## src/rtl/dwconv_output_buffer.sv

```systemverilog
`default_nettype none
// ============================================================================
// Module      : dwconv_output_buffer
// Description : Double-buffered collector for depthwise-conv results. It
//               builds a full LANES x CH result vector, one channel per beat,
//               and hands completed vectors to the pointwise stage over a
//               valid/ready handshake. While the reader holds one bank, the
//               writer fills the other one.
// Revision    : 1.0 - initial release
// ============================================================================
module dwconv_output_buffer #(
  parameter int CH     = 32,
  parameter int LANES  = 4,
  parameter int DATA_W = 8,
  parameter int POS_W  = 4,
  parameter int RELU   = 0,
  parameter int CNT_W  = $clog2(CH)
) (
  input  logic                          clk,
  input  logic                          rst_b,
  input  logic                          in_valid,
  output logic                          in_ready,
  input  logic [CNT_W-1:0]              in_cnt,
  input  logic [POS_W-1:0]              in_pos,
  input  logic [LANES*DATA_W-1:0]       in_data,
  output logic                          out_valid,
  input  logic                          out_ready,
  output logic [LANES*CH*DATA_W-1:0]    out_data,
  output logic [POS_W-1:0]              out_pos,
  output logic                          seq_err
);

  localparam int BANK_W = LANES * CH * DATA_W;

  // Per-bank lifecycle
  localparam logic [1:0] ST_EMPTY   = 2'd0;
  localparam logic [1:0] ST_FILLING = 2'd1;
  localparam logic [1:0] ST_FULL    = 2'd2;

  logic [1:0]              st_q [2];
  logic [1:0]              st_d [2];
  logic [BANK_W-1:0]       bank_q [2];
  logic [POS_W-1:0]        pos_q [2];
  logic                    wr_sel_q;
  logic                    rd_sel_q;
  logic [CNT_W-1:0]        exp_cnt_q;
  logic                    seq_err_q;

  logic                    w_accept;
  logic                    w_last;
  logic                    w_release;
  logic                    w_cnt_hit;
  logic [LANES*DATA_W-1:0] w_wdata;

  // Handshake status comes from registered bank state only
  assign in_ready  = (st_q[wr_sel_q] != ST_FULL);
  assign out_valid = (st_q[rd_sel_q] == ST_FULL);
  assign out_data  = bank_q[rd_sel_q];
  assign out_pos   = pos_q[rd_sel_q];
  assign seq_err   = seq_err_q;

  assign w_accept  = in_valid && in_ready;
  assign w_last    = (in_cnt == CNT_W'(CH - 1));
  assign w_release = out_valid && out_ready;

  // Channel index in range? (only matters when CH is not a power of two)
  always_comb begin
    w_cnt_hit = 1'b0;
    for (int c = 0; c < CH; c++) begin
      if (in_cnt == CNT_W'(c)) w_cnt_hit = 1'b1;
    end
  end

  // Optional clamp of negative lane values before they are stored
  always_comb begin
    w_wdata = in_data;
    for (int l = 0; l < LANES; l++) begin
      if ((RELU != 0) && in_data[l*DATA_W + DATA_W - 1]) begin
        w_wdata[l*DATA_W +: DATA_W] = '0;
      end
    end
  end

  // Next state for each bank; release and fill never target the same bank
  always_comb begin
    for (int b = 0; b < 2; b++) begin
      st_d[b] = st_q[b];
      if (w_release && (rd_sel_q == 1'(b))) st_d[b] = ST_EMPTY;
      if (w_accept && (wr_sel_q == 1'(b))) st_d[b] = w_last ? ST_FULL : ST_FILLING;
    end
  end

  // Bank state, bank pointers, expected channel and sticky sequence error
  always_ff @(posedge clk or negedge rst_b) begin
    if (!rst_b) begin
      st_q[0]   <= ST_EMPTY;
      st_q[1]   <= ST_EMPTY;
      wr_sel_q  <= 1'b0;
      rd_sel_q  <= 1'b0;
      exp_cnt_q <= '0;
      seq_err_q <= 1'b0;
    end else begin
      st_q[0] <= st_d[0];
      st_q[1] <= st_d[1];
      if (w_release) rd_sel_q <= ~rd_sel_q;
      if (w_accept) begin
        if (w_last) begin
          wr_sel_q  <= ~wr_sel_q;
          exp_cnt_q <= '0;
        end else begin
          exp_cnt_q <= in_cnt + CNT_W'(1);
        end
        if ((in_cnt != exp_cnt_q) || !w_cnt_hit) seq_err_q <= 1'b1;
      end
    end
  end

  for (genvar b = 0; b < 2; b++) begin : g_bank
    logic w_wen;
    assign w_wen = w_accept && (wr_sel_q == 1'(b));

    // Write the accepted beat into its channel slot; other channels hold
    always_ff @(posedge clk or negedge rst_b) begin
      if (!rst_b) begin
        bank_q[b] <= '0;
      end else if (w_wen) begin
        for (int c = 0; c < CH; c++) begin
          if (in_cnt == CNT_W'(c)) begin
            for (int l = 0; l < LANES; l++) begin
              bank_q[b][(l*CH + c)*DATA_W +: DATA_W] <= w_wdata[l*DATA_W +: DATA_W];
            end
          end
        end
      end
    end

    // Position tag of the group is the tag of its final beat
    always_ff @(posedge clk or negedge rst_b) begin
      if (!rst_b) begin
        pos_q[b] <= '0;
      end else if (w_wen && w_last) begin
        pos_q[b] <= in_pos;
      end
    end
  end

endmodule
`default_nettype wire

```

## config.mk

```make
export PLATFORM = sky130hd
export DESIGN_NAME = dwconv_output_buffer
export DESIGN_NICKNAME = d
export VERILOG_FILES = /design/src/rtl/dwconv_output_buffer.sv
export SDC_FILE = /design/constraint.sdc
export NUM_CORES = 2
export LEC_CHECK = 0
export ABC_AREA = 1
export CAP_MARGIN = 20
export CORE_MARGIN = 4
export CORE_UTILIZATION = 45
export CTS_CLUSTER_SIZE = 14
export DETAILED_ROUTE_END_ITERATION = 8
export PLACE_DENSITY = 0.69
export SLEW_MARGIN = 20
export SYNTH_ARGS = -nofsm -noshare
export SYNTH_HDL_FRONTEND = slang
export SYNTH_SLANG_ARGS = --single-unit
```

## constraint.sdc

```tcl
create_clock -name clk -period 2.21 [get_ports clk]
set_clock_uncertainty 0.15 [all_clocks]
set_input_delay 0.5525 -clock clk [delete_from_list [all_inputs] [get_ports clk]]
set_output_delay 0.5525 -clock clk [all_outputs]
set_load 0.1 [all_outputs]
```

Word level (Yosys, flattened, before mapping)
Index checks and enable logic that the tools add are counted.
{ "totals": {"in_bits": 45, "out_inout_bits": 1031, "wordCells": 242, "reg_bits": 2068} }
{ "classes": {"order_cmp": 2, "mux": 50, "n_bitwise": 4, "eq_ne": 34, "add_sub_neg": 1, "n_reduce_logical": 79} }
{ "op_table": {"columns": ["cell", "n"], "rows": [
  ["two-way mux 1024 bit", 3],
  ["AND reduction 2 bit", 66],
  ["equality test 5 bit (second input constant)", 16],
  ["equality test 5 x 4 -> 1 bit (second input constant)", 8],
  ["two-way mux 1 bit", 32],
  ["two-way mux 2 bit", 11],
  ["equality test 5 x 3 -> 1 bit (second input constant)", 4],
  ["two-way mux 4 bit", 3],
  ["equality test 5 x 2 -> 1 bit (second input constant)", 2],
  ["logical AND 1 bit", 8],
  ["adder 5 x 1 -> 5 bit (second input constant)", 1],
  ["equality test 5 x 1 -> 1 bit (second input constant)", 1],
  ["logical NOT 5 bit", 1],
  ["two-way mux 5 bit", 1],
  ["!= test 5 bit", 1],
  [">= comparator 2 bit (second input constant)", 2],
  ["inverter 1 -> 2 bit", 2],
  ["nonzero test 2 bit", 2],
  ["equality test 2 bit (second input constant)", 1],
  ["!= test 2 bit (second input constant)", 1],
  ["inverter 1 bit", 2],
  ["logical NOT 1 bit", 1],
  ["logical OR 1 bit", 1]
]} }

Depth between registers and ports, before layout
{ "depth": {"ltp_word": 36, "ltp_mapped": 13, "ltp_nobuf": 13} }

Least setup slack after synthesis
OpenSTA, ideal clock, no wires.
{ "synth_timing": {"path_kind": "reg2out", "start": "register rd_sel_q", "end": "output out_data[1015]", "t_arrival_ns": 3.271, "stages_incl_launch_ff": 7, "path_buffers": 5, "path_slack_ns": -1.763, "t_required_ns": 1.507, "path_cell_list": "dfrtp_1 buf_2 buf_4 buf_2 buf_2 clkbuf_1 o21ai_0"} }
{ "synth_via": {"elab_chain_len": 4} }
{ "synth_rtl": {"columns": ["element", "line_no", "source"], "rows": [
  ["from (decl)", "45", "logic rd_sel_q;"],
  ["from (signal assigned)", "105", "if (w_release) rd_sel_q <= ~rd_sel_q;"],
  ["inverter 1 -> 2 bit (not written as such)", "58", "assign out_data = bank_q[rd_sel_q];"],
  ["two-way mux 1024 bit (not written as such) (3 in a row)", "58", null],
  ["to (decl)", "28", "output logic [LANES*CH*DATA_W-1:0] out_data,"]
]} }
Every way passes these cells. The select of a mux whose other input is x is not followed.

Final worst setup path
{ "layout_timing": {"start": "register rd_sel_q", "end": "output out_data[906]"} }
Same word-level chain as after synthesis.

==> impl_metrics.csv <==
group,metric,value,unit
worst_setup_path,critPathLaunchType,"flop",
yosys,synth_area,87290,um2
cells_and_area,syn_to_final_growth,56.20,%
floorplanning,die_area,201100,um2
floorplanning,rows,161,
yosys,synth_top_flop_cell,"dfrtp_1",
drt,ant_nets,0,
worst_setup_path,critPathMaxFanout,22,
yosys,yosysWarnings,0,
floorplanning,io_pins,1076,
floorplanning,die_x,448.4,um
worst_setup_path,rr_worst_depth,7,
yosys,synth-edff-count,0,
cells_and_area,fin_area,136300,um2
yosys,synth_xor_area_frac,0.0004014,
sta,slew_headroom,0.4694,
global_routing,gr-usage-all-layers,0.3572,
worst_setup_path,r2r_end,"bank_q[1974]",
yosys,synth_cell_type_count,34,
drt,dr.pass1.iters,8,
yosys,ys_seq_area_frac,0.5929,
drt,wl_per_cell,25.42,um
global_routing,antenna_found_initial,13,
worst_setup_path,critPathCaptureType,"primary output",
power_and_ir_drop,p_switching,114.4,mW
sta,setup_slack,-1082,ps
clock_network,cts_sinks,2068,
yosys,syn-num-nets,10386,
sta,fin_crit,3292,ps
sta,rsz0062_at_grt,"yes",
global_routing,grt_pass1_vias,79897,
drt,vias,80997,
sta,worst_slew_pin_slew,795.9,ps
worst_setup_path,reg2reg_slack,200,ps
cells_and_area,final_layout_size_suffix_gt1_frac,0.2976,
clock_network,root_buffer,"clkbuf_16",
placed_design,dpl_cell_area,127300,um2
sta,max_freq,303.7,MHz
power_and_ir_drop,p_per_area,1688,nW/um2
yosys,synth_seq_cells,2068,
clock_network,max-clock-path-buffers,3,
global_routing,grt_max_degree,86,
clock_network,htree_levels,4,
yosys,synth_top_family_by_area,"simple AND/OR/NAND/NOR gates",
global_routing,grt_pass1_wl,529500,um
floorplanning,core_area,192800,um2
drt,wirelength,363800,um
global_routing,grt-ovfl-total,0,
power_and_ir_drop,p_clk_frac,0.162,
power_and_ir_drop,seq_power_share,0.219,
yosys,synth-compound-area-share,0.1593,
yosys,yosys.area_share.adder,0.0008601,
worst_setup_path,crit_type,"reg -> out",
worst_setup_path,reg2reg_from,"st_q[3]",
sta,setup_viol,1030,
clock_network,clkSlewWorstSetupHoldPaths,60,ps
yosys,yosys.area_share.simple,0.1737,
floorplanning,initial_core_util,0.4528,
drt,drt_iter0_drc,8369,
sta,slew_violations,0,
worst_hold_path,holdPathEnd,"bank_q[1281]",
cells_and_area,final_cell_mix,"nand2_1 (2463), dfrtp_1 (2067), o21ai_0 (1347)",
power_and_ir_drop,internal_power,115.8,mW
worst_setup_path,crit_required,1510,ps
clock_network,clkLatencyLatePin,850,ps
worst_setup_path,startpoint,"rd_sel_q",
yosys,synth_mux_area_frac,0,
cells_and_area,nNetsFinal,11646,
power_and_ir_drop,power_frac_comb,0.619,
outcome,violations,"negative setup slack",
clock_network,cts_tree,"built",
worst_hold_path,hp-start,"in_data[9]",
power_and_ir_drop,irDropWorstVdd,1.827,mV
power_and_ir_drop,netSwitchingFraction,0.4970,
job,cap_viol_max_count,0,
sta,min_period_over_period,1.490,
drt,via_per_inst,5.659,
yosys,async_reset_ff_frac,1.000,
floorplanning,die_y,448.4,um
clock_network,numCtsBuffers,211,
placed_design,placement.io_buffers,1075,
placed_design,dp_cells,13850,
worst_hold_path,hp-class,"in -> reg",
worst_setup_path,cp.arrival,2590,ps
cells_and_area,final_common_cell,"nand2_1",
placed_design,place_congestion,0.8899,
placed_design,dp_hpwl,245900,um
drt,drcViolationCount,0,
sta,hold_viol_final,0,
worst_hold_path,holdPathStages,4,
yosys,syn_inst,10335,
power_and_ir_drop,p_leak,61.36,nW
yosys,avgSynthCellArea,8.446,um2
cells_and_area,fin_cells,14313,
outcome,status,"finished with violations",
[cell usage after synthesis (2+ instances only)]
library cell | instances | share of area
o21ai_1 | 84 | 0.0048
buf_1 | 7 | 0.00030
nand3_2 | 10 | 0.0011
inv_1 | 757 | 0.033
ha_1 | 6 | 0.00086
nor2_4 | 42 | 0.0054
o21ai_0 | 1978 | 0.11
clkbuf_1 | 531 | 0.023
xor2_1 | 2 | 0.00020
o22ai_1 | 2 | 0.00014
nor2_2 | 5 | 0.00036
nand2_1 | 3073 | 0.13
inv_2 | 11 | 0.00047
dfrtp_1 | 2068 | 0.59
nand4_1 | 4 | 0.00029
nand3_1 | 17 | 0.00097
xnor2_1 | 2 | 0.00020
buf_6 | 2 | 0.00026
nand4_4 | 5 | 0.0012
nand2_4 | 2 | 0.00026
buf_2 | 267 | 0.015
clkbuf_2 | 8 | 0.00046
nor2_1 | 718 | 0.031
a21oi_1 | 706 | 0.040
a21oi_2 | 2 | 0.00020
nor3_1 | 2 | 0.00011
nand2_2 | 12 | 0.00086
buf_4 | 6 | 0.00052
[power groups by stage]
stage | registers, mW | clock network [mW] | logic, mW
5_1_grt | 51.2 | 39.1 | 146
4_1_cts | 50.3 | 37.5 | 141
6_report | 50.4 | 37.2 | 143
3_5_place_dp | 50.8 | 0 | 139
2_1_floorplan | 49.7 | 0 | 85.7
3_3_place_gp | 50.4 | 0 | 138
[metal layers]
| layer | wire length (um) | track usage | part of all wire |
|---|---|---|---|
| met1 | 132300 | 0.4519 | 0.36 |
| met2 | 164400 | 0.5434 | 0.45 |
| met3 | 33950 | 0.07316 | 0.093 |
| met4 | 33070 | 0.2677 | 0.091 |
| met5 | 0 | 0 | 0 |
[layout make-up]
type                            instances  area, um2
Tap cell                             2526       3161
Timing Repair Buffer                 1865      30980
Sequential cell                      2068      51750
Timing Repair inverter                  3      47.55
Multi-Input combinational cell       6676      40210
Fill cell                           13135      56440
Clock buffer                          332       6446
Antenna cell                           12      30.03
Inverter                              770       2914
Clock inverter                         61      805.8
[worst max-delay path by stage]
stage,endpoint,cells past startpoint
after CTS,out_data[955],7
after global placement,bank_q[384],9
after detailed placement,bank_q[960],11
after floorplan,out_data[887],5
final,out_data[906],7
after global routing,out_data[807],7
[worst max-delay path: stages (launching register included)]
cell and delay [ps]:
dfrtp_4 510, buf_12 220, buf_12 220, buf_12 200
nand2_1 70, o21ai_1 130, buf_4 160, buf_12 160
[cells by family (layout without fill, tap and decap cells)]
kind of cell,Yosys count,in the layout
AND/OR/NAND/NOR,3891,3891
AO/OA/AOI/OAI,2775,2775
flip-flops,2068,2068
buffers and inverters,1591,3031
adder cells (fa/ha/maj),6,6
XOR/XNOR,4,4
other,0,12
[what timing repair did]
item | 4_1_cts | 5_1_grt
hold buffers | 12 | 0
pin swaps | 5 | 21
endpoints found under the setup margin | 1031 | 1031
gates resized for setup | 175 | 115
setup buffers | 7 | 15
cloned | 13 | 11
endpoints found under the hold margin | 594 | 0
[through the flow]
step	power (mW)	util	setup slack [ps]	setup TNS [ps]	hold WS, ps
after global routing	236.2	0.7072	-1162	-1065870	39.95
after CTS	228.9	0.7030	-1132	-1028960	10.02
after floorplan	135.3	-	-1579	-253240	106.9
after detailed placement	189.9	0.6601	-706.5	-1066030	319.4
after global placement	188.4	0.6601	-605.0	-997460	315.7
final	230.1	0.7072	-1082	-980380	67.63
[state kept, by name (all words and copies together) (netlist names)]
signal     cells
pos_q          8
st_q           4
rd_sel_q       1
seq_err        1
exp_cnt_q      5
bank_q      2048
wr_sel_q       1
Power figures use the tool's default switching activity.
